File: config.mk
export PLATFORM = sky130hd
export DESIGN_NAME = axis_hdr_insert_pipe
export DESIGN_NICKNAME = d
export VERILOG_FILES = /design/src/rtl/axis_hdr_pkg.sv /design/src/rtl/axis_hdr_insert_pipe_out_reg.sv /design/src/rtl/axis_hdr_insert_pipe.sv
export SDC_FILE = /design/constraint.sdc
export NUM_CORES = 1
export LEC_CHECK = 0
export CORE_ASPECT_RATIO = 1.25
export CORE_MARGIN = 2
export CORE_UTILIZATION = 54
export CTS_BUF_LIST = sky130_fd_sc_hd__clkbuf_8
export CTS_CLUSTER_DIAMETER = 120
export CTS_CLUSTER_SIZE = 14
export DETAILED_ROUTE_END_ITERATION = 10
export PLACE_DENSITY = 0.95
export SLEW_MARGIN = 25
export SYNTH_ARGS = -nofsm -noshare
export SYNTH_HDL_FRONTEND = slang
export SYNTH_HIERARCHICAL = 1
export SYNTH_SLANG_ARGS = --single-unit
File: constraint.sdc
create_clock -name clk -period 3.4 [get_ports clk]
set_input_delay 0.68 -clock clk [delete_from_list [all_inputs] [get_ports clk]]
set_output_delay 0.68 -clock clk [all_outputs]
set_load 0.02 [all_outputs]
File: src/rtl/axis_hdr_pkg.sv
// rtl/axis_hdr_pkg.sv - shared state type and byte-lane helpers for the header inserter
package axis_hdr_pkg;

   localparam int MAX_BYTES = 64;
   localparam int MAX_BITS  = MAX_BYTES * 8;

   typedef logic [MAX_BITS-1:0]  wide_t;
   typedef logic [MAX_BYTES-1:0] lanes_t;

   typedef enum logic [1:0] {IDLE, STREAM, FLUSH} state_t;

   function automatic logic [7:0] popcount(input lanes_t keep);
      logic [7:0] c;
      c = '0;
      for (int i = 0; i < MAX_BYTES; i++) c = c + {7'd0, keep[i]};
      return c;
   endfunction

   // Lanes [w-1 : w-n] set: the first n bytes on the wire of a w-byte beat.
   function automatic lanes_t msb_mask(input logic [7:0] n, input logic [7:0] w);
      lanes_t m;
      m = '0;
      for (int i = 0; i < MAX_BYTES; i++)
         if (i < int'(w) && i >= int'(w) - int'(n)) m[i] = 1'b1;
      return m;
   endfunction

   function automatic lanes_t lsb_mask(input logic [7:0] n);
      lanes_t m;
      m = '0;
      for (int i = 0; i < MAX_BYTES; i++)
         if (i < int'(n)) m[i] = 1'b1;
      return m;
   endfunction

   function automatic wide_t lane_bits(input lanes_t m);
      wide_t b;
      b = '0;
      for (int i = 0; i < MAX_BYTES; i++) b[i*8 +: 8] = {8{m[i]}};
      return b;
   endfunction

   // {residue (h bytes), top w-h bytes of data} within a w-byte beat
   function automatic wide_t merge(input wide_t residue, input wide_t data,
                                   input logic [7:0] h, input logic [7:0] w);
      return (residue << ((int'(w) - int'(h)) * 8)) | (data >> (int'(h) * 8));
   endfunction

endpackage

File: src/rtl/axis_hdr_insert_pipe_out_reg.sv
// rtl/axis_hdr_insert_pipe_out_reg.sv - single output register slice with load-when-empty-or-drained rule
module axis_out_reg #(
   parameter int DATA_WD      = 32,
   parameter int DATA_BYTE_WD = DATA_WD / 8
) (
   input  logic                    clk,
   input  logic                    rst_n,
   input  logic                    beat_vld,
   input  logic [DATA_WD-1:0]      beat_data,
   input  logic [DATA_BYTE_WD-1:0] beat_keep,
   input  logic                    beat_last,
   input  logic                    ready_out,
   output logic                    ld,
   output logic                    valid_out,
   output logic [DATA_WD-1:0]      data_out,
   output logic [DATA_BYTE_WD-1:0] keep_out,
   output logic                    last_out
);

   assign ld = ~valid_out | ready_out;

   always_ff @(posedge clk or negedge rst_n) begin
      if (!rst_n) begin
         valid_out <= 1'b0;
         data_out  <= '0;
         keep_out  <= '0;
         last_out  <= 1'b0;
      end else if (ld) begin
         valid_out <= beat_vld;
         data_out  <= beat_vld ? beat_data : '0;
         keep_out  <= beat_vld ? beat_keep : '0;
         last_out  <= beat_vld & beat_last;
      end
   end

endmodule

File: src/rtl/axis_hdr_insert_pipe.sv
// rtl/axis_hdr_insert_pipe.sv - prepends 0..W header bytes to each packet at one beat per clock
module axis_hdr_insert_pipe
   import axis_hdr_pkg::*;
#(
   parameter int DATA_WD      = 32,
   parameter int DATA_BYTE_WD = DATA_WD / 8,
   parameter int HDR_CNT_WD   = $clog2(DATA_BYTE_WD + 1)
) (
   input  logic                    clk,
   input  logic                    rst_n,
   input  logic                    valid_in,
   input  logic [DATA_WD-1:0]      data_in,
   input  logic [DATA_BYTE_WD-1:0] keep_in,
   input  logic                    last_in,
   output logic                    ready_in,
   input  logic                    valid_insert,
   input  logic [DATA_WD-1:0]      data_insert,
   input  logic [HDR_CNT_WD-1:0]   hdr_cnt,
   output logic                    ready_insert,
   output logic                    valid_out,
   output logic [DATA_WD-1:0]      data_out,
   output logic [DATA_BYTE_WD-1:0] keep_out,
   output logic                    last_out,
   input  logic                    ready_out
);

   localparam logic [7:0] W8 = 8'(DATA_BYTE_WD);

   logic rst_meta_n, rst_sync_n;

   always_ff @(posedge clk or negedge rst_n) begin
      if (!rst_n) {rst_sync_n, rst_meta_n} <= 2'b00;
      else        {rst_sync_n, rst_meta_n} <= {rst_meta_n, 1'b1};
   end

   state_t                  state;
   logic [HDR_CNT_WD-1:0]   h_q, l_q, h_new;
   logic [DATA_WD-1:0]      residue_q, src;
   logic                    ld, acc_in, beat_vld, beat_last, keep_contig;
   logic [DATA_WD-1:0]      beat_data;
   logic [DATA_BYTE_WD-1:0] beat_keep;
   logic [7:0]              h8, l8, sum8;

   assign ready_insert = (state == IDLE);
   assign ready_in     = (state == STREAM) && ld;
   assign acc_in       = valid_in && ready_in;
   assign h_new        = (hdr_cnt > HDR_CNT_WD'(DATA_BYTE_WD)) ? HDR_CNT_WD'(DATA_BYTE_WD) : hdr_cnt;

   always_comb begin
      h8        = 8'(h_q);
      l8        = popcount(lanes_t'(keep_in));
      sum8      = h8 + l8;
      beat_vld  = 1'b0;
      beat_last = 1'b0;
      beat_keep = '1;
      src       = data_in;
      case (state)
         STREAM: begin
            beat_vld = acc_in;
            if (last_in && sum8 <= W8) begin
               beat_keep = DATA_BYTE_WD'(msb_mask(sum8, W8));
               beat_last = 1'b1;
            end
         end
         FLUSH: begin
            beat_vld  = 1'b1;
            src       = '0;
            beat_keep = DATA_BYTE_WD'(msb_mask(h8 + 8'(l_q) - W8, W8));
            beat_last = 1'b1;
         end
         default: ;
      endcase
      // Lanes outside keep are forced to zero, including stale residue bytes.
      beat_data = DATA_WD'(merge(wide_t'(residue_q), wide_t'(src), h8, W8)
                           & lane_bits(lanes_t'(beat_keep)));
   end

   always_ff @(posedge clk or negedge rst_sync_n) begin
      if (!rst_sync_n) begin
         state     <= IDLE;
         h_q       <= '0;
         l_q       <= '0;
         residue_q <= '0;
      end else begin
         case (state)
            IDLE: if (valid_insert) begin
               h_q       <= h_new;
               residue_q <= DATA_WD'(wide_t'(data_insert) & lane_bits(lsb_mask(8'(h_new))));
               state     <= STREAM;
            end
            STREAM: if (acc_in) begin
               residue_q <= DATA_WD'(wide_t'(data_in) & lane_bits(lsb_mask(h8)));
               if (last_in) begin
                  l_q   <= HDR_CNT_WD'(l8);
                  state <= (sum8 <= W8) ? IDLE : FLUSH;
               end
            end
            FLUSH: if (ld) state <= IDLE;
            default: state <= IDLE;
         endcase
      end
   end

   axis_out_reg #(
      .DATA_WD      (DATA_WD),
      .DATA_BYTE_WD (DATA_BYTE_WD)
   ) u_out_reg (
      .clk       (clk),
      .rst_n     (rst_sync_n),
      .beat_vld  (beat_vld),
      .beat_data (beat_data),
      .beat_keep (beat_keep),
      .beat_last (beat_last),
      .ready_out (ready_out),
      .ld        (ld),
      .valid_out (valid_out),
      .data_out  (data_out),
      .keep_out  (keep_out),
      .last_out  (last_out)
   );

   assign keep_contig = (keep_in == DATA_BYTE_WD'(msb_mask(l8, W8)));

   assert property (@(posedge clk) disable iff (!rst_sync_n) (acc_in && last_in) |-> keep_contig);

endmodule

Word-level counts from Yosys, hierarchy flattened
Index checks and enable logic that the tools add are counted.

storage, ports and cells
  input bits = 77
  logic and storage cells = 111
  register bits = 80

operators by class
  reductions and logical operators = 9
  bitwise operators = 7
  add/subtract/negate cells = 9
  equal/unequal tests = 6
  mux-type cells = 50
  shift operators = 2
  magnitude comparators = 18

operators by type and width
  kind                                                                                 number
  3-bit by 32-bit greater-or-equal comparator with 1-bit output, first input constant  4
  32-bit 2-to-1 mux                                                                    4
  32-bit bitwise AND                                                                   3
  1-bit by 32-bit greater-or-equal comparator with 1-bit output, first input constant  2
  2-bit by 32-bit greater-or-equal comparator with 1-bit output, first input constant  2
  32-bit one-hot mux with 2 select lines                                               1
  1-bit 2-to-1 mux                                                                     33
  32-bit bitwise OR                                                                    1
  32-bit by 32-bit left shift with 32-bit output                                       1
  32-bit by 6-bit right shift with 32-bit output                                       1
  1-bit by 3-bit less-than comparator with 1-bit output, first input constant          4
  2-bit by 3-bit less-than comparator with 1-bit output, first input constant          4
  2-bit 2-to-1 mux                                                                     5
  3-bit by 8-bit subtractor with 9-bit output, first input constant                    1
  4-bit 2-to-1 mux                                                                     2
  2-bit != test, second input constant                                                 4
  4-bit one-hot mux with 2 select lines                                                1
  2-bit one-hot mux with 3 select lines                                                1
  3-bit AND reduction                                                                  2
  3-bit by 5-bit subtractor with 6-bit output, first input constant                    1
  3-bit by 4-bit adder with 5-bit output                                               1
  5-bit by 3-bit less-or-equal comparator with 1-bit output, second input constant     1
  4-bit by 3-bit subtractor with 5-bit output, second input constant                   1
  3-bit by 1-bit adder with 4-bit output                                               1
  17 further kinds                                                                     20

Longest topological paths before layout
  depth after elaboration = 11
  gate-level depth with buffers = 19

Modules after synthesis
Netlist, hierarchy kept.

modules (own cells, without submodules)
  module                cells an instance  instances  area each (um^2)
  axis_hdr_insert_pipe  454                1          3,903.7
  axis_out_reg          168                1          1,745.4

Least setup slack after synthesis
Ideal clock, no wire load.

  path kind = input port to flip-flop
  from = input port keep_in[0]
  to = register u_out_reg.data_out[16]
  data arrival time = 3,834 ps
  stages on the path = 15
  path slack = -553 ps
  buffers on the path = 0
  cells stage by stage = inv_1 -> fa_1 -> inv_1 -> ha_1 -> ha_1 -> fa_1 -> inv_1 -> ha_1 -> or3b_2 -> a21oi_1 -> o211ai_1 -> a21boi_1 -> a21oi_1 -> nand2_1 -> o21ai_2

between the ends
  word-level cells in the longest chain between the ends = 11
  elaborated cells on any way between the ends = 13
  those cells by class = add/sub: 5; order compare: 2; mux: 4; bitwise: 1; reduce/logical: 1

RTL lines
  what                                                           RTL line                            RTL
  from (decl)                                                    axis_hdr_insert_pipe.sv:13          input logic [DATA_BYTE_WD-1:0] keep_in,
  1-bit by 1-bit adder with 2-bit output (*)                     axis_hdr_pkg.sv:15                  for (int i = 0; i < MAX_BYTES; i++) c = c + {7'd0, keep[i]};
  2-bit by 1-bit adder with 3-bit output (*)                     axis_hdr_pkg.sv:15
  3-bit by 1-bit adder with 4-bit output (*)                     axis_hdr_pkg.sv:15
  via l8[1]                                                      axis_hdr_insert_pipe.sv:42          logic [7:0] h8, l8, sum8;
  3-bit by 4-bit adder with 5-bit output (*)                     axis_hdr_insert_pipe.sv:52          sum8 = h8 + l8;
  3-bit by 5-bit subtractor with 6-bit output                    -
  3-bit by 32-bit greater-or-equal comparator with 1-bit output  axis_hdr_pkg.sv:24                  if (i < int'(w) && i >= int'(w) - int'(n)) m[i] = 1'b1;
  1-bit 2-to-1 mux                                               axis_hdr_pkg.sv:24
  4-bit 2-to-1 mux (*)                                           axis_hdr_insert_pipe.sv:60          if (last_in && sum8 <= W8) begin
  4-bit one-hot mux with 2 select lines (*)                      axis_hdr_insert_pipe.sv:57          case (state)
  32-bit bitwise AND (*)                                         axis_hdr_insert_pipe.sv:75          & lane_bits(lanes_t'(beat_keep)));
  via beat_data[16]                                              axis_hdr_insert_pipe.sv:40          logic [DATA_WD-1:0] beat_data;
  32-bit 2-to-1 mux (*)                                          axis_hdr_insert_pipe_out_reg.sv:30  data_out <= beat_vld ? beat_data : '0;
  to (signal assigned)                                           axis_hdr_insert_pipe_out_reg.sv:30
  to (decl)                                                      axis_hdr_insert_pipe_out_reg.sv:15  output logic [DATA_WD-1:0] data_out,

The timed path passes the listed nets; every way through them passes the cells marked *.
A chain may end at the register's enable or synchronous reset.

Worst setup path after layout
  from = register l_q[1]
  to = register u_out_reg.data_out[4]

between the ends
  word-level cells in the longest chain between the ends = 8

RTL lines
  what                                                           RTL line                            RTL
  from (decl)                                                    axis_hdr_insert_pipe.sv:37          logic [HDR_CNT_WD-1:0] h_q, l_q, h_new;
  from (signal assigned)                                         axis_hdr_insert_pipe.sv:94          l_q <= HDR_CNT_WD'(l8);
  3-bit by 3-bit adder with 4-bit output                         axis_hdr_insert_pipe.sv:68          beat_keep = DATA_BYTE_WD'(msb_mask(h8 + 8'(l_q) - W8, W8));
  4-bit by 3-bit subtractor with 5-bit output                    axis_hdr_insert_pipe.sv:68
  3-bit by 8-bit subtractor with 9-bit output                    -
  1-bit by 32-bit greater-or-equal comparator with 1-bit output  axis_hdr_pkg.sv:24
  1-bit 2-to-1 mux                                               axis_hdr_pkg.sv:24
  4-bit one-hot mux with 2 select lines                          axis_hdr_insert_pipe.sv:57
  32-bit bitwise AND                                             axis_hdr_insert_pipe.sv:75
  via beat_data[4]                                               axis_hdr_insert_pipe.sv:40
  32-bit 2-to-1 mux                                              axis_hdr_insert_pipe_out_reg.sv:30

The timed path passes the listed nets, and every way through them passes these cells.

==> summary.txt <==
PD cells: 1130 nW/um^2
Initial Utilization: 0.556
Yosys warns: 6
WP data required: 3.64 ns
Filler cell count: 653
#FFs+latches synth: 80
Status: finished with violations
Arr. time, crit path: 3.98 ns
FF-to-FF path depth: 16
Worst slew pin tran: 0.978 ns
Total power: 8760 uW
Placed cell count: 869
Clk_lat worst skew: 0.38 ns
Max cap viols: 0
First-pass iteration count of the detailed router: 7
Crit path from: l_q[1]
Tmin final: 3.74 ns
Sequential Power Share: 0.185
Cts hold-fix bufs: 0
Die Span X: 95.5 um
DRT Wirelength: 20.4 mm
Placer Congestion: 0.941
M1 wire length: 6.95 mm
Vias per cell: 6.65
Synth Area per Inst: 9.08 um^2
First-pass GRT wire length: 30.4 mm
Worst Setup Slack, final: -0.337 ns
P_sw: 4290 uW
Top post-synthesis cells by area: dfrtp_1 (35%), mux2_2 (8.8%), a21oi_1 (5.5%)
Internal reg-to-reg setup slack: -0.34 ns
Failing checks: negative setup slack
Post-DR wirelength/cell: 22.7 um
Slew Limit Headroom: 0.348
Count leader, synth: dfrtp_1
Post-synth top area share: 0.354
F_max: 268 MHz
Slew Viols, Final: 0
Met3 WL: 1.63 mm
Endpoints failing setup: 18
Mapped Nets: 723
Initial DRC Count: 792
Via count of the first global-routing pass: 5964
Port Buffers: 116
Initial antenna violation count: 0
Syn Inst Count: 622
Final worst path period share: 1.10
Root Buffer: clkbuf_8
Post-DP HPWL: 13.7 mm
VDD IR max: 0.547 mV
CP max FO: 4
Cell Count, Final, Fillers Out: 896
Critical path class: reg -> reg
Top sig layer: met4
Crit end category: flop
Final Hold Fails: 0
Hold WS: 0.347 ns
RSZ-0062 raised after global routing: yes
Core Area: 10200 um^2
Die height: 118 um
Synth Cell Area: 5650 um^2
Post-DRT Antenna Nets: 0
Largest net degree at the start of global routing: 65
Total global-route track usage: 0.351
Area grow syn2layout: 37.1%
Reg clk slew, reported paths: 0.10 ns
H-Tree Depth: 3
EDFF count, synth: 0
Crit Reg-Reg Endpoint: u_out_reg/data_out[4]
Final Util: 0.762
# DRC: 0
CP startpoint kind: flop
Die area: 11300 um^2
Area leader, netlist: dfrtp_1
Post-DP Area: 7170 um^2
Crit path to: u_out_reg/data_out[4]
Final instance area: 7740 um^2
Combinational Power Share: 0.710
Register area share after synthesis: 0.354
Met2 wire len: 10.5 mm
Total clock sinks: 80
CTS tree: done
Vias: 5958
Antenna diode count: 0
I/O pin cnt: 117
Prevailing post-synth register cell: dfrtp_1
Num rows: 41
Post-synth top cells: dfrtp_1 (80), nor2_1 (64), a21oi_1 (62)
Sw frac: 0.490
Reg-to-Reg Start: l_q[1]
Cell variety after synth: 60
CTS Buf Count: 9
Clock share of power: 0.105
Leakage power total: 0.00305 uW
Async set-reset flop share out of synthesis: 1.00
Remaining Overflow, GRT: 0
Ratio of cells with drive above 1 in the final layout: 0.235
Net count, final: 863
Bufs on Longest Clock Path: 2
Hold Crit Class: reg -> reg
Pint: 4470 uW
Skew final: 0.0103 ns
repair_timing:
item / 4_1_cts / 5_1_grt
setup endpoints to repair: 38 / 36
pin swaps: 36 / 22
resized for setup: 46 / 18
buffers inserted: 7 / 2
cloned: 2 / 1
flip-flops by register name (all words and copies together) (netlist names):
register             flops
residue_q               32
u_out_reg/data_out      32
u_out_reg/keep_out       4
h_q                      3
l_q                      3
state                    2
rst_meta_n               1
rst_sync_n               1
u_out_reg/last_out       1
u_out_reg/valid_out      1
layout make-up:
cell class | count | area, um^2 | area share
clock buffer | 9 | 124 | 0.0160
inverter | 25 | 101 | 0.0131
multi-input combinational | 480 | 3630 | 0.469
sequential | 80 | 2000 | 0.259
timing repair buffer | 166 | 1590 | 0.205
tap | 129 | 161 | 0.0208
clock inverter | 7 | 135 | 0.0175
worst min-delay path by stage:
stage                 end  depth (start not counted)  startpoint  slack (ns)
2_1_floorplan  rst_sync_n                          0  rst_meta_n        0.33
3_3_place_gp   rst_sync_n                          0  rst_meta_n        0.34
3_5_place_dp   rst_sync_n                          0  rst_meta_n        0.34
4_1_cts        rst_sync_n                          0  rst_meta_n        0.36
5_1_grt        rst_sync_n                          0  rst_meta_n        0.36
6_report       rst_sync_n                          0  rst_meta_n        0.35
metal layers:
metal,vias up,GRT usage
met4,0,0.192
met3,100,0.0650
met2,388,0.621
met5,-,0
met1,2869,0.387
li1,2601,-
power by group through the flow:
stage | combinational (uW) | clock (uW) | sequential, uW
floorplan | 3400 | 0 | 1660
global placement | 5150 | 0 | 1590
detailed placement | 5300 | 0 | 1610
CTS | 5730 | 916 | 1590
global route | 6600 | 965 | 1640
finish | 6220 | 919 | 1620
per-stage QoR:
step / TNS (ns) / setup slack, ns
after floorplan: -3.43 / -0.222
after global placement: -31.50 / -0.906
after detailed placement: -33.86 / -0.984
after CTS: -3.14 / -0.244
after global routing: -6.27 / -0.478
final: -3.90 / -0.337
layout by cell type, fill, tap and decap left out, types with 5 or more instances in the layout:
cell type / count
ha_1: 16
nor2_1: 61
o21ai_0: 15
o21ai_2: 13
mux2i_1: 8
mux2_2: 44
dfrtp_1: 78
and2_1: 6
a211oi_1: 5
nand2_1: 50
nand2b_1: 8
clkbuf_8: 9
inv_1: 22
a21oi_2: 11
o21ai_1: 18
nand3b_1: 39
buf_4: 44
nor4_2: 5
a222oi_1: 22
a221oi_1: 9
clkdlybuf4s50_1: 113
a22oi_1: 34
a21oi_1: 50
worst max-delay path, cell delays in order, from the launching register on:
cell	delay, ns
dfrtp_1	0.39
ha_1	0.30
ha_2	0.19
fa_2	0.38
xor2_4	0.17
a21oi_2	0.12
ha_1	0.25
nand3b_1	0.20
a21oi_2	0.13
ha_1	0.17
inv_1	0.05
a311o_2	0.38
a211oi_4	0.38
clkbuf_16	0.23
nor4_4	0.04
nand2_1	0.12
o21ai_1	0.10
kinds of logic after synthesis:
group,share of synthesized area
AO/OA/AOI/OAI,0.233
XOR/XNOR,0.00908
adder cells (fa/ha/maj),0.0571
buffers and inverters,0.0571
flip-flops,0.354
multiplexers,0.102
other,0.000664
AND/OR/NAND/NOR,0.187
(Power assumes the default switching activity.)
